<file path="src/rtl/bus_arb_pkg.sv">
// Shared types and helpers for the round-robin / fixed-priority bus arbiter.
package bus_arb_pkg;

   // Transfer sequencing states; every grant walks the full ring once.
   typedef enum logic [2:0] {
      ST_IDLE,
      ST_GRANT,
      ST_ADDR,
      ST_STROBE,
      ST_END
   } state_t;

   // Widest request vector the index helper accepts.
   localparam int MAX_MASTERS = 32;

   // Converts a one-hot (or all-zero) vector into the position of its set bit.
   // OR-ing the positions keeps the logic a flat encoder; all-zero yields 0.
   function automatic int unsigned onehot_to_idx(input logic [MAX_MASTERS-1:0] onehot);
      int unsigned idx;
      idx = 0;
      for (int i = 0; i < MAX_MASTERS; i++) begin
         if (onehot[i]) begin
            idx = idx | int'(i);
         end
      end
      return idx;
   endfunction

endpackage

</file>
<file path="src/rtl/bus_arbiter_rr_if.sv">
// Request/grant/handshake bundle between the bus masters and the arbiter.
interface bus_arbiter_rr_if #(
   parameter int N_MASTERS = 4,
   parameter int IDXW      = $clog2(N_MASTERS)
) ();

   logic [N_MASTERS-1:0] BARQ;
   logic [N_MASTERS-1:0] BAGD;
   logic [IDXW-1:0]      GrantIdx;
   logic                 AddressValid;
   logic                 TargetReady;
   logic                 DataStrobe;
   logic                 Error;
   logic                 BusBusy;

   // Arbiter side: consumes requests and target ready, drives grants and strobes.
   modport slave (
      input  BARQ,
      input  TargetReady,
      output BAGD,
      output GrantIdx,
      output AddressValid,
      output DataStrobe,
      output Error,
      output BusBusy
   );

   // Requester / target side: mirror image of the arbiter view.
   modport master (
      output BARQ,
      output TargetReady,
      input  BAGD,
      input  GrantIdx,
      input  AddressValid,
      input  DataStrobe,
      input  Error,
      input  BusBusy
   );

endinterface

</file>
<file path="src/rtl/bus_arbiter_rr_pick.sv">
// Combinational winner selection: fixed highest-index priority or round-robin
// search starting just above the last-served pointer.
module arb_pick
   import bus_arb_pkg::*;
#(
   parameter int N_MASTERS = 4,
   parameter int RR_MODE   = 1,
   parameter int IDXW      = $clog2(N_MASTERS)
) (
   input  logic [N_MASTERS-1:0] eligible,
   input  logic [IDXW-1:0]      pointer,
   output logic [N_MASTERS-1:0] onehot,
   output logic [IDXW-1:0]      index,
   output logic                 valid
);

   logic [IDXW-1:0]        win;
   logic [IDXW-1:0]        cand;
   logic                   found;
   logic [MAX_MASTERS-1:0] onehot_ext;

   // Search for the winning requester; the first hit in search order sticks.
   always_comb begin
      win   = '0;
      cand  = '0;
      found = 1'b0;
      if (RR_MODE != 0) begin
         for (int off = 1; off <= N_MASTERS; off++) begin
            cand = IDXW'((int'(pointer) + off) % N_MASTERS);
            if (!found && eligible[cand]) begin
               found = 1'b1;
               win   = cand;
            end
         end
      end else begin
         // Later (higher) indices overwrite earlier ones, so the top requester wins.
         for (int i = 0; i < N_MASTERS; i++) begin
            if (eligible[i]) begin
               found = 1'b1;
               win   = IDXW'(i);
            end
         end
      end
   end

   genvar gi;
   generate
      for (gi = 0; gi < N_MASTERS; gi++) begin : g_onehot
         assign onehot[gi] = found && (win == IDXW'(gi));
      end
   endgenerate

   // Widen the grant vector so the shared encoder can produce the index.
   always_comb begin
      onehot_ext                 = '0;
      onehot_ext[N_MASTERS-1:0]  = onehot;
   end

   assign index = IDXW'(onehot_to_idx(onehot_ext));
   assign valid = found;

endmodule

</file>
<file path="src/rtl/bus_arbiter_rr.sv">
// N-master bus arbiter: grant selection, address/strobe handshake with a
// timeout that forces the strobe and flags Error, plus a re-grant mask so a
// master has to release its request before it can win again.
module bus_arbiter_rr
   import bus_arb_pkg::*;
#(
   parameter int N_MASTERS      = 4,
   parameter int RR_MODE        = 1,
   parameter int TIMEOUT_CYCLES = 255,
   parameter int IDXW           = $clog2(N_MASTERS)
) (
   input  logic            clk,
   input  logic            Reset,
   bus_arbiter_rr_if.slave bus
);

   localparam int CNTW = $clog2(TIMEOUT_CYCLES + 1);
   localparam logic [CNTW-1:0] CNT_LAST = CNTW'(TIMEOUT_CYCLES - 1);
   localparam logic [IDXW-1:0] PTR_INIT = IDXW'(N_MASTERS - 1);

   state_t               state_reg,  state_next;
   logic [N_MASTERS-1:0] bagd_reg,   bagd_next;
   logic [IDXW-1:0]      idx_reg,    idx_next;
   logic                 av_reg,     av_next;
   logic                 ds_reg,     ds_next;
   logic                 err_reg,    err_next;
   logic                 busy_reg,   busy_next;
   logic [CNTW-1:0]      cnt_reg,    cnt_next;
   logic [N_MASTERS-1:0] mask_reg,   mask_next;
   logic [IDXW-1:0]      ptr_reg,    ptr_next;

   logic [N_MASTERS-1:0] eligible;
   logic [N_MASTERS-1:0] pick_onehot;
   logic [IDXW-1:0]      pick_idx;
   logic                 pick_valid;

   assign eligible = bus.BARQ & ~mask_reg;

   arb_pick #(
      .N_MASTERS (N_MASTERS),
      .RR_MODE   (RR_MODE),
      .IDXW      (IDXW)
   ) u_pick (
      .eligible (eligible),
      .pointer  (ptr_reg),
      .onehot   (pick_onehot),
      .index    (pick_idx),
      .valid    (pick_valid)
   );

   // Next-state and next-output decode; outputs are loaded with the values of
   // the state being entered so every port comes straight from a flop.
   always_comb begin
      state_next = state_reg;
      bagd_next  = bagd_reg;
      idx_next   = idx_reg;
      av_next    = av_reg;
      ds_next    = 1'b0;
      err_next   = 1'b0;
      cnt_next   = cnt_reg;
      mask_next  = mask_reg;
      ptr_next   = ptr_reg;

      case (state_reg)
         ST_IDLE: begin
            if (pick_valid) begin
               state_next = ST_GRANT;
               bagd_next  = pick_onehot;
               idx_next   = pick_idx;
            end
         end
         ST_GRANT: begin
            state_next = ST_ADDR;
            av_next    = 1'b1;
         end
         ST_ADDR: begin
            cnt_next = cnt_reg + 1'b1;
            // Ready is checked first so a late ready on the last count is not an error.
            if (bus.TargetReady) begin
               state_next = ST_STROBE;
               ds_next    = 1'b1;
            end else if (cnt_reg == CNT_LAST) begin
               state_next = ST_STROBE;
               ds_next    = 1'b1;
               err_next   = 1'b1;
            end
         end
         ST_STROBE: begin
            state_next        = ST_END;
            bagd_next         = '0;
            idx_next          = '0;
            av_next           = 1'b0;
            cnt_next          = '0;
            ptr_next          = idx_reg;
            mask_next[idx_reg] = 1'b1;
         end
         ST_END: begin
            state_next = ST_IDLE;
         end
         default: begin
            state_next = ST_IDLE;
         end
      endcase

      // A request that is low in any cycle re-arms that master.
      mask_next = mask_next & bus.BARQ;
      busy_next = (state_next != ST_IDLE);
   end

   // State, counter, mask, pointer and output registers with synchronous reset.
   always_ff @(posedge clk) begin
      if (Reset) begin
         state_reg <= ST_IDLE;
         bagd_reg  <= '0;
         idx_reg   <= '0;
         av_reg    <= 1'b0;
         ds_reg    <= 1'b0;
         err_reg   <= 1'b0;
         busy_reg  <= 1'b0;
         cnt_reg   <= '0;
         mask_reg  <= '0;
         ptr_reg   <= PTR_INIT;
      end else begin
         state_reg <= state_next;
         bagd_reg  <= bagd_next;
         idx_reg   <= idx_next;
         av_reg    <= av_next;
         ds_reg    <= ds_next;
         err_reg   <= err_next;
         busy_reg  <= busy_next;
         cnt_reg   <= cnt_next;
         mask_reg  <= mask_next;
         ptr_reg   <= ptr_next;
      end
   end

   assign bus.BAGD         = bagd_reg;
   assign bus.GrantIdx     = idx_reg;
   assign bus.AddressValid = av_reg;
   assign bus.DataStrobe   = ds_reg;
   assign bus.Error        = err_reg;
   assign bus.BusBusy      = busy_reg;

endmodule

</file>
<file path="src/flat_wrapper.sv">
// flat-port wrapper written by rule: the top's interface ports become plain ports
module bus_arbiter_rr_flat import bus_arb_pkg::*;
#(
   parameter int N_MASTERS      = 4,
   parameter int RR_MODE        = 1,
   parameter int TIMEOUT_CYCLES = 255,
   parameter int IDXW           = $clog2(N_MASTERS)
)
  (clk, Reset, bus_BARQ, bus_TargetReady, bus_BAGD, bus_GrantIdx, bus_AddressValid, bus_DataStrobe, bus_Error, bus_BusBusy);
  bus_arbiter_rr_if #(.N_MASTERS(N_MASTERS), .IDXW(IDXW)) bus_i ();
  input  logic clk;
  input  logic Reset;
  input wire logic [$bits(bus_i.BARQ)-1:0] bus_BARQ;
  input wire logic [$bits(bus_i.TargetReady)-1:0] bus_TargetReady;
  output wire logic [$bits(bus_i.BAGD)-1:0] bus_BAGD;
  output wire logic [$bits(bus_i.GrantIdx)-1:0] bus_GrantIdx;
  output wire logic [$bits(bus_i.AddressValid)-1:0] bus_AddressValid;
  output wire logic [$bits(bus_i.DataStrobe)-1:0] bus_DataStrobe;
  output wire logic [$bits(bus_i.Error)-1:0] bus_Error;
  output wire logic [$bits(bus_i.BusBusy)-1:0] bus_BusBusy;
  assign bus_i.BARQ = bus_BARQ;
  assign bus_i.TargetReady = bus_TargetReady;
  assign bus_BAGD = bus_i.BAGD;
  assign bus_GrantIdx = bus_i.GrantIdx;
  assign bus_AddressValid = bus_i.AddressValid;
  assign bus_DataStrobe = bus_i.DataStrobe;
  assign bus_Error = bus_i.Error;
  assign bus_BusBusy = bus_i.BusBusy;
  bus_arbiter_rr #(.N_MASTERS(N_MASTERS), .RR_MODE(RR_MODE), .TIMEOUT_CYCLES(TIMEOUT_CYCLES), .IDXW(IDXW)) u_core (.clk(clk), .Reset(Reset), .bus(bus_i));
endmodule
</file>
<file path="config.mk">
export PLATFORM = sky130hd
export DESIGN_NAME = bus_arbiter_rr_flat
export DESIGN_NICKNAME = d
export VERILOG_FILES = /design/src/rtl/bus_arb_pkg.sv /design/src/rtl/bus_arbiter_rr_if.sv /design/src/rtl/bus_arbiter_rr_pick.sv /design/src/rtl/bus_arbiter_rr.sv /design/src/flat_wrapper.sv
export SDC_FILE = /design/constraint.sdc
export NUM_CORES = 1
export LEC_CHECK = 0
export ABC_AREA = 1
export CAP_MARGIN = 15
export CELL_PAD_IN_SITES_DETAIL_PLACEMENT = 1
export CELL_PAD_IN_SITES_GLOBAL_PLACEMENT = 2
export CORE_MARGIN = 4
export CORE_UTILIZATION = 31
export CTS_CLUSTER_DIAMETER = 80
export DETAILED_ROUTE_END_ITERATION = 8
export GPL_TIMING_DRIVEN = 0
export PLACE_DENSITY_LB_ADDON = 0.1
export SYNTH_ARGS = -nofsm -noshare
export SYNTH_HDL_FRONTEND = slang
export SYNTH_SLANG_ARGS = --single-unit
export TNS_END_PERCENT = 50
</file>
<file path="constraint.sdc">
create_clock -name clk -period 2 [get_ports clk]
set_clock_uncertainty 0.15 [all_clocks]
set_input_delay 0.2 -clock clk [delete_from_list [all_inputs] [get_ports clk]]
set_output_delay 0.2 -clock clk [all_outputs]
set_load 0.005 [all_outputs]
</file>
==> impl_results.html <==
<table>
<tr><th>Metric</th><th>Value</th></tr>
<tr><th colspan="2">Layout</th></tr>
<tr><td>Layout cell share with drive strength beyond 1</td><td>0.1429</td></tr>
<tr><td>Post-layout net count</td><td>227</td></tr>
<tr><td>Antenna cells</td><td>0</td></tr>
<tr><td>Post-route design area</td><td>1723 um2</td></tr>
<tr><td>Relative area change from synthesis to final layout</td><td>21.64%</td></tr>
<tr><td>Final instance count without filler cells</td><td>269</td></tr>
<tr><td>Fill cells</td><td>554</td></tr>
<tr><td>Flip-flop count of the largest register after layout</td><td>8</td></tr>
<tr><td>Fin util</td><td>0.3930</td></tr>
<tr><th colspan="2">Worst setup path</th></tr>
<tr><td>Critical path type</td><td>register to register</td></tr>
<tr><td>CP Buf/Inv Count</td><td>3</td></tr>
<tr><td>CP endpoint kind</td><td>register</td></tr>
<tr><td>Worst-path cell chain</td><td>buf_6, inv_6, nand2_1, nand2_4, nand3_1, o21ai_4, nand4_4, nand2_4, inv_4, nor2_8, nand2_1, a21oi_2</td></tr>
<tr><td>Critical path data arrival time</td><td>1920 ps</td></tr>
<tr><td>Cell type group with the largest total delay on the critical path</td><td>simple AND/OR/NAND/NOR gates</td></tr>
<tr><td>Slowest cell on the critical path</td><td>sky130_fd_sc_hd__dfxtp_2</td></tr>
<tr><td>CP peak stage delay</td><td>340 ps</td></tr>
<tr><td>Worst-path fanout max</td><td>7</td></tr>
<tr><td>Worst setup SP type</td><td>register</td></tr>
<tr><td>CP required</td><td>2060 ps</td></tr>
<tr><th colspan="2">Logic synthesis</th></tr>
<tr><td>Multiplexer fraction of the synthesized cell area</td><td>0</td></tr>
<tr><td>Sequential area share after synthesis</td><td>0.3816</td></tr>
<tr><td>Count of mapped cells out of synthesis</td><td>195</td></tr>
<tr><td>Main combinational cell family by area after synthesis</td><td>simple AND/OR/NAND/NOR gates</td></tr>
<tr><td>Number of storage elements in the synthesis netlist</td><td>27</td></tr>
<tr><td>Avg Inst Size Synth</td><td>7.263 um2</td></tr>
<tr><td>Synthesized-area fraction occupied by adder cells</td><td>0.01767</td></tr>
<tr><td>Post-synth net total</td><td>204</td></tr>
<tr><td>Synthesized-area fraction occupied by and/or/nand/nor cells</td><td>0.3613</td></tr>
<tr><td>Fraction of the mapped netlist area in compound gates</td><td>0.1519</td></tr>
<tr><td>Number of flops mapped to enable cells by yosys</td><td>0</td></tr>
<tr><td>Mapped Area</td><td>1416 um2</td></tr>
<tr><td>Share of synthesized registers carrying an async set or reset</td><td>0</td></tr>
<tr><td>Xor/xnor cell area share of the yosys netlist</td><td>0</td></tr>
<tr><td>Post-synthesis cell type count</td><td>30</td></tr>
<tr><td>Synth Flop Type</td><td>sky130_fd_sc_hd__dfxtp_1</td></tr>
<tr><td>Yosys warning count</td><td>0</td></tr>
<tr><th colspan="2">Floorplanning</th></tr>
<tr><td>Area of the die</td><td>5715 um2</td></tr>
<tr><td>Number of placed I/O pins</td><td>17</td></tr>
<tr><td>DIE HEIGHT</td><td>75.60 um</td></tr>
<tr><td>Std cell rows</td><td>24</td></tr>
<tr><td>Initial core utilization</td><td>0.3231</td></tr>
<tr><td>Placeable core region</td><td>4384 um2</td></tr>
<tr><td>Width of the die</td><td>75.60 um</td></tr>
<tr><th colspan="2">GRT</th></tr>
<tr><td>First-pass GRT wire length</td><td>6637 um</td></tr>
<tr><td>Sum of overflow across all layers after global routing</td><td>0</td></tr>
<tr><td>Vias in the first global route</td><td>1441</td></tr>
<tr><td>Largest net degree at the start of global routing</td><td>16</td></tr>
<tr><td>Number of antenna violations at the first check in global routing</td><td>0</td></tr>
<tr><td>Aggregate global-route resource usage</td><td>0.1517</td></tr>
<tr><th colspan="2">Power and ir drop</th></tr>
<tr><td>Peak ir drop on the vdd network</td><td>0.0003674 V</td></tr>
<tr><td>Areal power density over the cells</td><td>933.7 nW/um2</td></tr>
<tr><td>Pwr Total</td><td>0.001609 W</td></tr>
<tr><td>Standby leakage power</td><td>0.6510 nW</td></tr>
<tr><th colspan="2">Clock tree</th></tr>
<tr><td>Root Driver</td><td>sky130_fd_sc_hd__clkbuf_8</td></tr>
<tr><td>Skew-Pair Late Insertion Delay</td><td>270 ps</td></tr>
<tr><td>Number of sinks handled by clock tree synthesis</td><td>27</td></tr>
<tr><td>CTS hold repair buffers</td><td>0</td></tr>
<tr><td>Clock tree from TritonCTS</td><td>done</td></tr>
<tr><td>Total CTS buffers</td><td>3</td></tr>
<tr><td>Clock transition at the registers of the reported paths</td><td>90 ps</td></tr>
<tr><td>Htree depth</td><td>1</td></tr>
<tr><td>Clk buf depth</td><td>2</td></tr>
<tr><th colspan="2">Timing</th></tr>
<tr><td>Relative slew margins</td><td>0.6579</td></tr>
<tr><td>Hold violation total from the final report</td><td>0</td></tr>
<tr><td>Max-slew violation total from the final report</td><td>0</td></tr>
<tr><td>Final critical delay including setup and external delays</td><td>1861 ps</td></tr>
<tr><td>Final setup violation count</td><td>0</td></tr>
<tr><td>Achievable frequency</td><td>0.5373 GHz</td></tr>
<tr><td>Share of the clock period used by the worst path</td><td>0.9305</td></tr>
<tr><td>Worst-Margin Slew</td><td>513.1 ps</td></tr>
<tr><td>RSZ-0062 raised after global routing</td><td>false</td></tr>
<tr><th colspan="2">Drt</th></tr>
<tr><td>Number of remaining DRC errors</td><td>0</td></tr>
<tr><td>Detailed Route WL</td><td>3823 um</td></tr>
<tr><td>Number of design-rule violations left by the first detailed-router iteration</td><td>76</td></tr>
<tr><td>Vias per inst</td><td>5.123</td></tr>
<tr><td>Average routed wire per standard cell</td><td>14.21 um</td></tr>
<tr><td>Number of detailed-route iterations in the first pass</td><td>4</td></tr>
<tr><td>Final ANT Viol Nets</td><td>0</td></tr>
<tr><td>Total number of vias</td><td>1378</td></tr>
<tr><th colspan="2">Placement</th></tr>
<tr><td>Post-place instance area</td><td>1632 um2</td></tr>
<tr><td>Cells after DPL</td><td>262</td></tr>
<tr><td>HPWL after DPL</td><td>2986 um</td></tr>
<tr><td>Port Buf Inserts</td><td>15</td></tr>
<tr><td>Routability cong.</td><td>0.7750</td></tr>
<tr><th colspan="2">Worst hold path</th></tr>
<tr><td>Path type of the worst min-delay path</td><td>input port to register</td></tr>
<tr><th colspan="2">Run</th></tr>
<tr><td>Max-cap check violation count</td><td>0</td></tr>
<tr><th colspan="2">Status</th></tr>
<tr><td>Result of the run</td><td>finished, final reports clean</td></tr>
</table>
report_power, final:
part | switching [W] | internal (W) | leakage (nW)
Combinational | 0.000392 | 0.000251 | 0.407
Clock | 0.000176 | 0.000140 | 0.0255
Sequential | 0.0000473 | 0.000603 | 0.219
Total | 0.000615 | 0.000993 | 0.651
synthesized netlist by cell type (2+ instances only):
cell type	n	area [um2]
sky130_fd_sc_hd__nand2_1	44	165.2
sky130_fd_sc_hd__dfxtp_1	27	540.5
sky130_fd_sc_hd__nand3_1	24	120.1
sky130_fd_sc_hd__inv_1	23	86.33
sky130_fd_sc_hd__a21oi_1	15	75.07
sky130_fd_sc_hd__nor2_1	15	56.30
sky130_fd_sc_hd__o21ai_0	9	45.04
sky130_fd_sc_hd__nand4_1	6	37.54
sky130_fd_sc_hd__a21oi_2	3	26.28
sky130_fd_sc_hd__a31oi_1	3	18.77
sky130_fd_sc_hd__nand2_4	3	33.78
sky130_fd_sc_hd__a221oi_1	2	17.52
sky130_fd_sc_hd__clkbuf_1	2	7.510
sky130_fd_sc_hd__ha_1	2	25.02
sky130_fd_sc_hd__nor3_1	2	10.01
logic make-up after synthesis:
family	count (synthesis)
flops	27
fa+ha+maj	2
simple gates	102
buf+inv	29
compound gates	35
layout by cell type, fill, tap and decap left out, types with 2 or more instances in the layout:
cell type	count
sky130_fd_sc_hd__a21oi_1	15
sky130_fd_sc_hd__a21oi_2	3
sky130_fd_sc_hd__a221oi_1	2
sky130_fd_sc_hd__a31oi_1	3
sky130_fd_sc_hd__buf_4	2
sky130_fd_sc_hd__clkbuf_1	2
sky130_fd_sc_hd__clkbuf_8	3
sky130_fd_sc_hd__clkdlybuf4s50_1	15
sky130_fd_sc_hd__dfxtp_1	25
sky130_fd_sc_hd__dfxtp_2	2
sky130_fd_sc_hd__ha_1	2
sky130_fd_sc_hd__inv_1	23
sky130_fd_sc_hd__nand2_1	41
sky130_fd_sc_hd__nand2_2	3
sky130_fd_sc_hd__nand2_4	3
sky130_fd_sc_hd__nand3_1	21
sky130_fd_sc_hd__nand3_2	4
sky130_fd_sc_hd__nand4_1	6
sky130_fd_sc_hd__nor2_1	15
sky130_fd_sc_hd__nor3_1	2
sky130_fd_sc_hd__o21ai_0	8
stage by stage:
stage | worst slack (ps) | setup TNS [ps] | hold slack (ps)
after global placement | -46.23 | -181.9 | 304.7
final | 139.0 | 0 | 220.9
after global routing | 8.055 | 0 | 284.0
after CTS | 94.93 | 0 | 245.7
after floorplan | 364.2 | 0 | 128.0
after detailed placement | -88.62 | -290.2 | 317.9
worst reg2reg max path: stages, from the launching register on:
cell and delay [ps]:
sky130_fd_sc_hd__dfxtp_2 340, sky130_fd_sc_hd__buf_6 130, sky130_fd_sc_hd__inv_6 70, sky130_fd_sc_hd__nand2_1 80
sky130_fd_sc_hd__nand2_4 100, sky130_fd_sc_hd__nand3_1 120, sky130_fd_sc_hd__o21ai_4 150, sky130_fd_sc_hd__nand4_4 170
sky130_fd_sc_hd__nand2_4 120, sky130_fd_sc_hd__inv_4 60, sky130_fd_sc_hd__nor2_8 110, sky130_fd_sc_hd__nand2_1 80
sky130_fd_sc_hd__a21oi_2 120
metal layers:
metal	wire (um)	part of all wire	track usage	up-vias
li1	-	-	-	699
met1	1972	0.52	0.2073	651
met2	1690	0.44	0.2426	23
met3	129	0.034	0.02770	5
met4	30	0.0078	0.04660	0
met5	0	0	0	-
cell type report:
type                            instances  area, um2  share of cell area
Inverter                               26      105.1             0.06100
Clock buffer                            3      41.29             0.02397
Sequential cell                        27      543.0              0.3152
Tap cell                               52      65.06             0.03776
Multi-Input combinational cell        139      774.5              0.4495
Buffer                                  3      18.77             0.01089
Timing Repair Buffer                   18      170.2             0.09877
Clock inverter                          1      5.005            0.002905
path summary, 6_finish.rpt:
check	from	end	slack, ps	cells past startpoint
worst max-delay path	u_core.ptr_reg[0]	u_core.bus.BAGD[2]	140	12
worst min-delay path	Reset	u_core.bus.GrantIdx[0]	220	2
worst max register to register	u_core.ptr_reg[0]	u_core.bus.BAGD[2]	140	12
worst min register to register	u_core.cnt_reg[7]	u_core.cnt_reg[7]	330	2
repair_timing:
item,CTS,global route
buffers inserted,0,2
gates resized for setup,0,9
endpoints found under the setup margin,0,7
(Power assumes the default switching activity.)
